<file path="config.mk">
export PLATFORM = sky130hd
export DESIGN_NAME = mvm_param_fifo
export DESIGN_NICKNAME = d
export VERILOG_FILES = /design/src/rtl/mvm_param_fifo.sv
export SDC_FILE = /design/constraint.sdc
export NUM_CORES = 1
export LEC_CHECK = 0
export CAP_MARGIN = 0
export CELL_PAD_IN_SITES_DETAIL_PLACEMENT = 1
export CELL_PAD_IN_SITES_GLOBAL_PLACEMENT = 1
export CORE_MARGIN = 3
export CORE_UTILIZATION = 40
export CTS_CLUSTER_SIZE = 12
export DETAILED_ROUTE_END_ITERATION = 10
export PLACE_DENSITY = 0.74
export SLEW_MARGIN = 20
export SYNTH_ARGS = -nofsm -noshare
export SYNTH_HDL_FRONTEND = slang
export SYNTH_SLANG_ARGS = --single-unit
</file>
<file path="constraint.sdc">
create_clock -name clk -period 6.5 [get_ports clk]
set_clock_uncertainty 0.15 [all_clocks]
set_input_delay 0.65 -clock clk [delete_from_list [all_inputs] [get_ports clk]]
set_output_delay 0.65 -clock clk [all_outputs]
set_load 0.01 [all_outputs]
</file>
<file path="src/rtl/mvm_param_fifo.sv">
// Streaming matrix-vector multiplier y = W*x with one pipelined MAC and an output FIFO.
// Optional build macro MVM_RELU_EN clamps negative results to zero before they enter the FIFO.
module mvm_param_fifo #(
  parameter int WIDTH     = 12,
  parameter int M         = 4,
  parameter int N         = 4,
  parameter int OUT_DEPTH = 2,
  localparam int OUT_WIDTH = 2*WIDTH + $clog2(N)
) (
  input  logic                 clk,
  input  logic                 reset,
  input  logic                 input_valid,
  output logic                 input_ready,
  input  logic [WIDTH-1:0]     input_data,
  input  logic                 new_matrix,
  output logic                 output_valid,
  input  logic                 output_ready,
  output logic [OUT_WIDTH-1:0] output_data
);

  localparam int MN     = M * N;
  localparam int LD_W   = $clog2(MN);
  localparam int COL_W  = $clog2(N);
  localparam int ROW_W  = (M > 1) ? $clog2(M) : 1;
  localparam int PTR_W  = (OUT_DEPTH > 1) ? $clog2(OUT_DEPTH) : 1;
  localparam int CNT_W  = $clog2(OUT_DEPTH + 1) + 1;
  localparam int PROD_W = 2 * WIDTH;

  typedef enum logic [2:0] {
    ST_IDLE    = 3'd0,
    ST_LOAD_W  = 3'd1,
    ST_LOAD_X  = 3'd2,
    ST_COMPUTE = 3'd3,
    ST_DRAIN   = 3'd4
  } state_e;

  state_e                     state_q;
  logic                       input_ready_q;
  logic                       w_loaded_q;
  logic [LD_W-1:0]            load_cnt_q;
  logic [ROW_W-1:0]           row_q;
  logic [COL_W-1:0]           col_q;

  logic signed [WIDTH-1:0]    w_mem_q [MN];
  logic signed [WIDTH-1:0]    x_mem_q [N];

  logic                       p1_vld_q, p1_first_q, p1_last_q;
  logic signed [WIDTH-1:0]    p1_a_q, p1_b_q;
  logic                       p2_vld_q, p2_first_q, p2_last_q;
  logic signed [PROD_W-1:0]   p2_prod_q;
  logic signed [OUT_WIDTH-1:0] acc_q;
  logic                       acc_done_q;
  logic [CNT_W-1:0]           in_flight_q;

  logic [OUT_WIDTH-1:0]       fifo_mem_q [OUT_DEPTH];
  logic [PTR_W-1:0]           wr_ptr_q, rd_ptr_q;
  logic [CNT_W-1:0]           fifo_cnt_q, fifo_cnt_d;
  logic                       output_valid_q;

  logic                       in_xfer_s, take_w_s, take_x_s;
  logic [LD_W-1:0]            wr_addr_s, w_raddr_s;
  logic                       credit_ok_s, issue_s, start_row_s, last_col_s;
  logic                       push_s, pop_s;
  logic signed [OUT_WIDTH-1:0] prod_ext_s;
  logic [OUT_WIDTH-1:0]       push_data_s;

  function automatic logic [PTR_W-1:0] ptr_inc(input logic [PTR_W-1:0] p);
    if (p == PTR_W'(OUT_DEPTH - 1)) begin
      return '0;
    end else begin
      return p + PTR_W'(1);
    end
  endfunction

  assign input_ready  = input_ready_q;
  assign output_valid = output_valid_q;
  assign output_data  = fifo_mem_q[rd_ptr_q];

  // Write steering, MAC issue control and FIFO bookkeeping.
  always_comb begin
    in_xfer_s = input_valid && input_ready_q;
    take_w_s  = 1'b0;
    take_x_s  = 1'b0;
    wr_addr_s = load_cnt_q;
    case (state_q)
      ST_IDLE: begin
        wr_addr_s = '0;
        if (new_matrix || !w_loaded_q) begin
          take_w_s = in_xfer_s;
        end else begin
          take_x_s = in_xfer_s;
        end
      end
      ST_LOAD_W: take_w_s = in_xfer_s;
      ST_LOAD_X: take_x_s = in_xfer_s;
      default: begin
        take_w_s = 1'b0;
        take_x_s = 1'b0;
      end
    endcase

    // A new row may start only if its result is guaranteed a FIFO slot.
    credit_ok_s = (fifo_cnt_q + in_flight_q) < CNT_W'(OUT_DEPTH);
    issue_s     = (state_q == ST_COMPUTE) && ((col_q != '0) || credit_ok_s);
    start_row_s = issue_s && (col_q == '0);
    last_col_s  = (col_q == COL_W'(N - 1));
    w_raddr_s   = LD_W'(row_q) * LD_W'(N) + LD_W'(col_q);
    prod_ext_s  = OUT_WIDTH'(p2_prod_q);

    push_s = acc_done_q;
    pop_s  = output_valid_q && output_ready;
`ifdef MVM_RELU_EN
    if (acc_q[OUT_WIDTH-1]) begin
      push_data_s = '0;
    end else begin
      push_data_s = acc_q;
    end
`else
    push_data_s = acc_q;
`endif

    case ({push_s, pop_s})
      2'b10:   fifo_cnt_d = fifo_cnt_q + CNT_W'(1);
      2'b01:   fifo_cnt_d = fifo_cnt_q - CNT_W'(1);
      default: fifo_cnt_d = fifo_cnt_q;
    endcase
  end

  // Operand storage, left unreset.
  always_ff @(posedge clk) begin
    if (take_w_s) begin
      w_mem_q[wr_addr_s] <= input_data;
    end
    if (take_x_s) begin
      x_mem_q[wr_addr_s[COL_W-1:0]] <= input_data;
    end
  end

  // Job sequencing FSM with registered input_ready.
  always_ff @(posedge clk) begin
    if (reset) begin
      state_q       <= ST_IDLE;
      input_ready_q <= 1'b1;
      w_loaded_q    <= 1'b0;
      load_cnt_q    <= '0;
      row_q         <= '0;
      col_q         <= '0;
    end else begin
      case (state_q)
        ST_IDLE: begin
          if (in_xfer_s) begin
            load_cnt_q <= LD_W'(1);
            state_q    <= take_w_s ? ST_LOAD_W : ST_LOAD_X;
          end
        end
        ST_LOAD_W: begin
          if (in_xfer_s) begin
            if (load_cnt_q == LD_W'(MN - 1)) begin
              w_loaded_q <= 1'b1;
              load_cnt_q <= '0;
              state_q    <= ST_LOAD_X;
            end else begin
              load_cnt_q <= load_cnt_q + LD_W'(1);
            end
          end
        end
        ST_LOAD_X: begin
          if (in_xfer_s) begin
            if (load_cnt_q == LD_W'(N - 1)) begin
              load_cnt_q    <= '0;
              row_q         <= '0;
              col_q         <= '0;
              input_ready_q <= 1'b0;
              state_q       <= ST_COMPUTE;
            end else begin
              load_cnt_q <= load_cnt_q + LD_W'(1);
            end
          end
        end
        ST_COMPUTE: begin
          if (issue_s) begin
            if (last_col_s) begin
              col_q <= '0;
              if (row_q == ROW_W'(M - 1)) begin
                row_q   <= '0;
                state_q <= ST_DRAIN;
              end else begin
                row_q <= row_q + ROW_W'(1);
              end
            end else begin
              col_q <= col_q + COL_W'(1);
            end
          end
        end
        ST_DRAIN: begin
          if (in_flight_q == '0) begin
            input_ready_q <= 1'b1;
            state_q       <= ST_IDLE;
          end
        end
        default: begin
          input_ready_q <= 1'b1;
          state_q       <= ST_IDLE;
        end
      endcase
    end
  end

  // MAC pipeline: operand read, product, accumulate; accumulator reloads on column 0.
  always_ff @(posedge clk) begin
    if (reset) begin
      p1_vld_q    <= 1'b0;
      p1_first_q  <= 1'b0;
      p1_last_q   <= 1'b0;
      p1_a_q      <= '0;
      p1_b_q      <= '0;
      p2_vld_q    <= 1'b0;
      p2_first_q  <= 1'b0;
      p2_last_q   <= 1'b0;
      p2_prod_q   <= '0;
      acc_q       <= '0;
      acc_done_q  <= 1'b0;
      in_flight_q <= '0;
    end else begin
      p1_vld_q   <= issue_s;
      p1_first_q <= start_row_s;
      p1_last_q  <= issue_s && last_col_s;
      if (issue_s) begin
        p1_a_q <= w_mem_q[w_raddr_s];
        p1_b_q <= x_mem_q[col_q];
      end
      p2_vld_q   <= p1_vld_q;
      p2_first_q <= p1_first_q;
      p2_last_q  <= p1_last_q;
      if (p1_vld_q) begin
        p2_prod_q <= PROD_W'(p1_a_q) * PROD_W'(p1_b_q);
      end
      acc_done_q <= p2_vld_q && p2_last_q;
      if (p2_vld_q) begin
        acc_q <= p2_first_q ? prod_ext_s : (acc_q + prod_ext_s);
      end
      if (start_row_s && !push_s) begin
        in_flight_q <= in_flight_q + CNT_W'(1);
      end else if (!start_row_s && push_s) begin
        in_flight_q <= in_flight_q - CNT_W'(1);
      end else begin
        in_flight_q <= in_flight_q;
      end
    end
  end

  // Output FIFO; entries are cleared on reset so output_data reads zero when empty.
  always_ff @(posedge clk) begin
    if (reset) begin
      for (int i = 0; i < OUT_DEPTH; i++) begin
        fifo_mem_q[i] <= '0;
      end
      wr_ptr_q       <= '0;
      rd_ptr_q       <= '0;
      fifo_cnt_q     <= '0;
      output_valid_q <= 1'b0;
    end else begin
      if (push_s) begin
        fifo_mem_q[wr_ptr_q] <= push_data_s;
        wr_ptr_q             <= ptr_inc(wr_ptr_q);
      end
      if (pop_s) begin
        rd_ptr_q <= ptr_inc(rd_ptr_q);
      end
      fifo_cnt_q     <= fifo_cnt_d;
      output_valid_q <= (fifo_cnt_d != '0);
    end
  end

endmodule

</file>
### Word-level counts from Yosys, hierarchy flattened

Memories as Yosys holds them, arrays and structs flattened. A register that Yosys moved wholly into a read port is not among the register bits.
Index checks and enable logic that the tools add are counted.

* $add $sub $neg: 12
* multipliers: 1
* divide/modulo/power cells: 0
* order comparisons: 1
* eq/ne operators: 19
* shift-type cells: 0
* mux-type cells: 55
* bitwise operators: 1
* reductions and logical operators: 29

Operator list (count)
* 26-bit 2-to-1 mux: 2
* 3-bit 2-to-1 mux: 11
* 26-bit by 24-bit adder with 26-bit output: 1
* 26-bit OR reduction: 1
* 12-bit by 12-bit multiplier with 24-bit output: 1
* 4-bit 2-to-1 mux: 6
* 1-bit 2-to-1 mux: 20
* 2-bit 2-to-1 mux: 8
* 2-bit inequality test, second input constant: 8
* 3-bit one-hot mux with 5 select lines: 1
* 4-bit one-hot mux with 3 select lines: 1
* 4-bit AND reduction: 3
* 9-bit AND reduction: 1
* 1-bit logical AND: 8
* 2-bit one-hot mux with 2 select lines: 2
* 3-bit by 1-bit adder with 3-bit output, second input constant: 2
* 2-bit equality test, second input constant: 3
* 3-bit by 2-bit equality test with 1-bit output, second input constant: 2
* 3-bit logical NOT: 2
* 3-bit one-hot mux with 2 select lines: 1
* 2-bit nonzero test: 3
* 3-bit nonzero test: 2
* 3-bit by 1-bit subtractor with 3-bit output, second input constant: 2
* 5-bit AND reduction: 1
* 20 further kinds: 26

* register bits: 79
* latch bits: 0
* RAM bits: 292
* ROM bits: 0
* input port bits: 17
* output and inout bits: 28
* memories: 3

Memory list
* w_mem_q: words 16, bits a word 12, read ports 1, clocked after Yosys merged registers in 1, write ports 1, line 44 `logic signed [WIDTH-1:0] w_mem_q [MN];`
* fifo_mem_q: words 2, bits a word 26, read ports 1, clocked after Yosys merged registers in 1, write ports 2, line 55 `logic [OUT_WIDTH-1:0] fifo_mem_q [OUT_DEPTH];`
* x_mem_q: words 4, bits a word 12, read ports 1, clocked after Yosys merged registers in 1, write ports 1, line 45 `logic signed [WIDTH-1:0] x_mem_q [N];`

### Depth between registers and ports, before layout

Gate-level depths: netlist of run 1.

* depth after elaboration: 9
* depth in mapped cells: 22

### Worst setup path before layout of run 1

No wires, ideal clock.

* kind: reg2reg
* start point: register p1_b_q[0] (read register of x_mem_q)
* end point: register p2_prod_q[22]
* setup time: 62 ps
* arrival time: 5143 ps
* slack: 1145 ps
* stages on the path, launching flop included: 20
* buffers on the path: 1
* clock period less this slack: 5355 ps
* path through: dfxtp_1 > clkbuf_1 > nand2_1 > fa_1 > inv_1 > ha_1 > fa_1 > inv_1 > fa_1 > fa_1 > inv_1 > ha_1 > a21oi_2 > o21bai_1 > a2111o_1 > a311oi_4 > o21ai_2 > a21o_1 > a2111oi_2 > nand3b_1

* longest elaborated chain between the ends: 1

RTL lines
* from (decl): line 48 `logic signed [WIDTH-1:0] p1_a_q, p1_b_q;`
* 12-bit by 12-bit multiplier with 24-bit output: line 236 `p2_prod_q <= PROD_W'(p1_a_q) * PROD_W'(p1_b_q);`
* to (signal assigned): line 236
* to (decl): line 50 `logic signed [PROD_W-1:0] p2_prod_q;`

Every way passes these cells.
A chain may end at the register's enable or synchronous reset.

### Final worst setup path of run 1

* start point: register p1_a_q[7] (read register of w_mem_q)
* end point: register p2_prod_q[22]

* longest elaborated chain between the ends: 1

RTL lines (line)
* from (decl): 48
* 12-bit by 12-bit multiplier with 24-bit output: 236

Every way passes these cells.

==> summary.txt, run 1 <==
Status
  – Status: completed

Synth
  – Largest family of logic cells by synthesized area: adder cells
  – Post-Syn Nets: 2036
  – Synth area leaders: edfxtp_1 40%, fa_1 13%, dfxtp_1 9.4%
  – Commonest cells post-synth: 292 x edfxtp_1, 192 x inv_1, 186 x nand2_1, 142 x fa_1, 122 x nor2_1
  – Asr flop ratio synth: 0
  – Avg Cell Area, Syn: 12.4 µm²
  – Most common cell in the synthesized netlist: edfxtp_1
  – Mapped Cells: 1795
  – Synth Flop Type: edfxtp_1
  – XOR/XNOR share of the synthesized area: 0.0182
  – Top cell type by total area after synthesis: edfxtp_1
  – Yosys cell types: 66
  – Register area share after synthesis: 0.489
  – Synthesis-stage register bit count: 396
  – Ys Warns: 0
  – EDFF count, synth: 292
  – Synth Area in Compound Gates: 0.0618
  – Synthesized area: 0.0222 mm²
  – Share of Yosys cell area claimed by the top area cell type: 0.395
  – Adder-Cell Fraction of Synth Area: 0.174
  – Synth Area in Simple Gates: 0.110
  – Multiplexer area fraction after synthesis: 0.0986

Route
  – Drt drc: 0
  – Total Wirelength: 49200 µm
  – Routed Antenna Nets: 0
  – DRT iter0 DRCs: 855
  – Avg WL per Cell: 19.0 µm
  – DRT Pass-1 Iters: 5
  – Drt via density: 5.19
  – Routed vias: 13458

Place
  – GPL Wtd Cong: 0.822
  – Placed Instances: 2514
  – DP HPWL: 34900 µm
  – Placed standard-cell area: 0.0235 mm²
  – I/O Buffers: 44
  – Pre-CTS setup slack: 781 ps

Global routing
  – Number of global-route vias before repair: 14865
  – Total congestion overflow: 0
  – First-pass GRT wire length: 81400 µm
  – Tot GR Track Use: 0.172
  – Largest net degree at the start of global routing: 63
  – Initial antenna violation count: 1

STA
  – Final period utilization: 0.880
  – RSZ-0062 raised after global routing: no
  – Setup WS post-layout: 779 ps
  – Min Tclk post-route: 5720 ps
  – Slew @ Worst Pin: 1060 ps
  – Slew margin rel.: 0.290
  – Setup violators final: 0
  – Final Max Slew Viols: 0
  – Hold Slack: 298 ps
  – Hold Fails Final Rpt: 0
  – Setup TNS: 0 ps
  – Max Fclk: 175 MHz

Pwr
  – Design Power: 5.36 mW
  – Worst vdd ir: 0.266 mV
  – Cell Pwr Density: 216 mW/mm²
  – Leakage: 9.42 nW

Clock tree
  – Cells resized by post-CTS repair: 0
  – TritonCTS clock tree: built
  – CTS max path bufs: 3
  – H-tree levels: 2
  – Root Buffer: clkbuf_16
  – Post-CTS setup buffers: 0
  – Clk slew on worst S/H paths: 60 ps
  – Num CTS Buffers: 44
  – Clk sink count: 396
  – Clock Latency Late Sink: 580 ps
  – Hold buffers post-CTS: 0

Cells and area
  – Design area: 0.0248 mm²
  – Area Growth Syn to Fin: 12.0%
  – Layout Utilization: 0.457
  – Nets: 2062
  – Layout cells sized above 1: 0.112
  – Layout fillers: 5669
  – Final std cells w/o fill: 2594

Min path
  – Hold Path Class: reg -> reg

Worst setup path
  – Crit path required time: 6860 ps
  – Crit Path Max Fanout: 13
  – Crit Path Class: reg -> reg
  – Crit path DAT: 6090 ps
  – Worst Setup End Kind: flop
  – CP startpoint kind: flop

Die
  – Die area: 0.0583 mm²
  – Die Wd: 242 µm
  – Row cnt: 85
  – Die height: 242 µm
  – I/O pin cnt: 45
  – Total core area: 0.0543 mm²
  – Initial Util: 0.408

Run
  – Max-cap violations: 0
==> kinds of logic (layout without fill, tap and decap cells) <==
kind of cell | after synthesis | count (layout)
compound gates | 208 | 208
xor+xnor | 46 | 46
fa+ha+maj | 224 | 224
buf+inv | 281 | 340
flops | 396 | 396
mux | 125 | 125
other cells | 0 | 1
simple gates | 515 | 515
==> critical path, stage by stage (launching register included) <==
cell and delay, ps:
dfxtp_1 620, nand2_1 150, fa_1 550, inv_1 40
ha_1 300, fa_1 510, inv_1 60, fa_1 480
fa_1 500, inv_1 50, ha_1 320, a21oi_2 190
o21bai_1 120, a2111o_1 500, a311oi_4 310, o21ai_2 130
a21o_1 210, a2111oi_2 340, nand3b_1 140
==> state kept, by name, indices dropped and copies added (netlist names), 3 cells and up, named ones only <==
signal       cells
acc_q           26
fifo_cnt_q       3
fifo_mem_q      52
in_flight_q      3
load_cnt_q       4
p1_a_q          12
p1_b_q          12
p2_prod_q       24
state_q          3
w_mem_q        192
x_mem_q         48
==> where the power goes <==
group          switching [mW]  leakage (nW)  total, mW  internal [mW]
clock                    1.01         0.665       2.37           1.36
combinational           0.125          5.21      0.211         0.0864
sequential             0.0337          3.54       2.78           2.75
==> cell type report <==
| class | count | area [µm²] | share of cell area |
|---|---|---|---|
| clock inverter | 19 | 198 | 0.00796 |
| timing repair buffer | 68 | 618 | 0.0249 |
| multi-input combinational | 1118 | 10300 | 0.416 |
| antenna | 1 | 2.50 | 0.000101 |
| clock buffer | 60 | 1180 | 0.0475 |
| tap | 739 | 925 | 0.0372 |
| inverter | 193 | 724 | 0.0292 |
| sequential | 396 | 10900 | 0.437 |
==> placed cells by master (no fill, tap or decap), types with 6 or more instances in the layout <==
cell type	n
clkdlybuf4s50_1	43
clkbuf_16	44
o21ai_0	30
clkbuf_1	14
buf_4	25
mux2i_1	25
ha_1	82
clkinv_1	9
and2_1	101
mux2_2	27
nor2_1	119
nand3b_1	10
a31oi_1	8
o211ai_1	8
edfxtp_1	292
a21oi_1	68
xnor2_1	34
dfxtp_1	100
fa_1	142
nor3_1	17
a21o_1	18
nand2b_1	13
nand3_1	15
mux4_2	72
o21a_1	9
and3_1	7
nand2_1	186
nor2b_1	13
inv_1	192
a211oi_1	19
a311oi_1	6
xor2_1	12
==> metal layers <==
metal	global-route usage	wire [µm]	part of all wire	up-vias
li1	-	-	-	6281
met3	0.0233	1680	0.034	65
met2	0.317	25800	0.53	208
met4	0.0445	991	0.020	0
met5	0	0	0	-
met1	0.213	20700	0.42	6904
==> final timing paths <==
path / from / to / slack [ps] / cells past startpoint
worst min register to register: p1_first_q / p2_first_q / 300 / 1
worst max-delay path: p1_a_q[7] / p2_prod_q[22] / 780 / 18
worst min-delay path: p1_first_q / p2_first_q / 300 / 1
worst max register to register: p1_a_q[7] / p2_prod_q[22] / 780 / 18
Note: power is estimated with default switching activity, not from simulation.
==> inputs of run 2 (changes only) <==
- ABC_AREA: default -> 1
- CORE_UTILIZATION: 40 -> 30
- PLACE_DENSITY: 0.74 -> 0.63
==> run 2 against run 1 <==
Against the previous run:
- flip-flop and latch count is the same
- utilization decreased by 12 points
- global-route usage shrank 1.4 points
- worst hold slack worse by 51 ps
- worst setup slack better by 230 ps
- critical path type unchanged
- synthesized cell count increased by 37%
- die area rose by 39%
- clock power increased by 3%
- count of clock-buffer cells in the layout stayed put
- critical path depth rose by 1
==> summary.txt, run 2 <==
Die
  – Die height: 284 µm
  – Row cnt: 101
  – Total core area: 0.0763 mm²
  – Die Wd: 284 µm
  – Initial Util: 0.305
  – Die area: 0.0809 mm²
  – I/O pin cnt: 45

Clock tree
  – Root Buffer: clkbuf_16
  – Hold buffers post-CTS: 0
  – Clock Latency Late Sink: 590 ps
  – Clk sink count: 396
  – H-tree levels: 2
  – Num CTS Buffers: 43
  – Post-CTS setup buffers: 0
  – TritonCTS clock tree: built
  – CTS max path bufs: 3
  – Clk slew on worst S/H paths: 60 ps
  – Cells resized by post-CTS repair: 0

Min path
  – Hold Path Class: reg -> reg

Worst setup path
  – Max stage delay on crit path: 680 ps
  – CP dominant cell by count: fa_1
  – Crit path required time: 6820 ps
  – Worst Setup End Kind: flop
  – CP top delay family: adder cells
  – Crit Path Max Fanout: 13
  – CP startpoint kind: flop
  – Slowest CP cell: dfxtp_1
  – Worst Path Buf+Inv: 4
  – Crit path DAT: 5810 ps
  – Worst-path cell chain: nand2_1 > fa_1 > fa_1 > fa_1 > inv_1 > fa_1 > inv_1 > fa_1 > inv_1 > ha_1 > a21oi_1 > a21boi_2 > o21ai_1 > nand3_1 > nand2_1 > nand2_1 > nand3_1 > nand2_1 > inv_1
  – Crit Path Class: reg -> reg

Synth
  – Synthesis-stage register bit count: 396
  – Mapped Cells: 2466
  – Commonest cells post-synth: 386 x inv_1, 382 x nand2_1, 320 x nor2_1, 292 x edfxtp_1, 189 x o21ai_0
  – Top cell type by total area after synthesis: edfxtp_1
  – Asr flop ratio synth: 0
  – Post-Syn Nets: 2707
  – Share of Yosys cell area claimed by the top area cell type: 0.377
  – Synthesized area: 0.0233 mm²
  – Ys Warns: 0
  – Avg Cell Area, Syn: 9.43 µm²
  – Yosys cell types: 50
  – EDFF count, synth: 292
  – Most common cell in the synthesized netlist: inv_1
  – Register area share after synthesis: 0.467
  – Synth area leaders: edfxtp_1 38%, fa_1 12%, dfxtp_1 9.0%
  – Synth Flop Type: edfxtp_1

Global routing
  – First-pass GRT wire length: 103000 µm
  – Largest net degree at the start of global routing: 79
  – Total congestion overflow: 0
  – Initial antenna violation count: 0
  – Number of global-route vias before repair: 18474
  – Tot GR Track Use: 0.159

STA
  – Setup TNS: 0 ps
  – Hold Fails Final Rpt: 0
  – Setup WS post-layout: 1010 ps
  – Slew @ Worst Pin: 1070 ps
  – Setup violators final: 0
  – Hold Slack: 247 ps
  – RSZ-0062 raised after global routing: no
  – Final Max Slew Viols: 0
  – Min Tclk post-route: 5490 ps
  – Slew margin rel.: 0.283
  – Max Fclk: 182 MHz
  – Final period utilization: 0.844

Route
  – Drt via density: 4.79
  – Routed vias: 16925
  – Drt drc: 0
  – Avg WL per Cell: 18.2 µm
  – Total Wirelength: 64400 µm
  – DRT iter0 DRCs: 966
  – DRT Pass-1 Iters: 5
  – Routed Antenna Nets: 0

Pwr
  – Worst vdd ir: 0.223 mV
  – Leakage: 10.7 nW
  – Cell Pwr Density: 247 mW/mm²

Place
  – GPL Wtd Cong: 0.884
  – DP HPWL: 46100 µm
  – Pre-CTS setup slack: 966 ps
  – I/O Buffers: 44

Status
  – Status: completed

Cells and area
  – Most common cell after layout, fill and taps aside: inv_1
  – Ant. Diodes: 0
  – Layout fillers: 8770
  – Max reg flops: 192
  – Most frequent cells in the layout: 386 x inv_1, 380 x nand2_1, 316 x nor2_1
  – Layout cells sized above 1: 0.0654
  – Biggest register: w_mem_q
  – Area Growth Syn to Fin: 12.3%
  – Nets: 2716

Run
  – Max-cap violations: 0
==> run 2: cell count changes after synthesis, moves of 72 or more <==
cell / change
nor2_1: +198
nand2_1: +196
inv_1: +194
o21ai_0: +159
and2_1: -98
mux4_2: -72
==> run 2: path summary, 6_finish.rpt <==
kind | from | endpoint | slack, ps | depth (start not counted)
min | p1_first_q | p2_first_q | 250 | 2
max | p1_a_q[7] | p2_prod_q[21] | 1010 | 19
min reg2reg | p1_first_q | p2_first_q | 250 | 2
max reg2reg | p1_a_q[7] | p2_prod_q[21] | 1010 | 19
==> run 2: cell type report <==
type	instances	area (µm²)	share of cell area
well taps	1030	1290	0.0493
multi-input cells	1571	10500	0.401
inverters	393	1480	0.0566
repair buffers	70	631	0.0241
flip-flops and latches	396	10900	0.416
clock inverters	16	213	0.00814
clock buffers	60	1170	0.0448
==> run 2: power by group <==
group          total [mW]  internal, mW  switching [mW]
registers            3.00          2.83           0.165
logic                1.00         0.325           0.678
clock network        2.45          1.39            1.06
==> run 2: routing by layer <==
metal,share of wire,vias up,track usage
met2,0.49,229,0.276
li1,-,8081,-
met1,0.46,8539,0.213
met5,0,-,0
met3,0.031,76,0.0187
met4,0.019,0,0.0347
==> run 2: worst min-delay path: stages (launching register included) <==
cell and delay (ps):
dfxtp_1 290, inv_1 40, nor2_1 30
==> run 2: kinds of logic after synthesis <==
group / count (synthesis) / share of synthesized area
compound gates: 425 / 0.103
xor+xnor: 27 / 0.0102
fa+ha+maj: 224 / 0.166
buf+inv: 499 / 0.0839
flops: 396 / 0.467
mux: 40 / 0.0186
simple gates: 855 / 0.151
==> run 2: per-stage QoR <==
| step | utilization | instance area [µm²] | total power, mW | std cells |
|---|---|---|---|---|
| final | 0.342 | 26100 | 6.45 | 3536 |
| after global placement | 0.324 | 24700 | 4.03 | 3460 |
| after CTS | 0.342 | 26100 | 6.54 | 3536 |
| after global routing | 0.342 | 26100 | 6.79 | 3536 |
| after detailed placement | 0.324 | 24700 | 4.06 | 3460 |
| after floorplan | - | 23300 | 3.68 | 2466 |
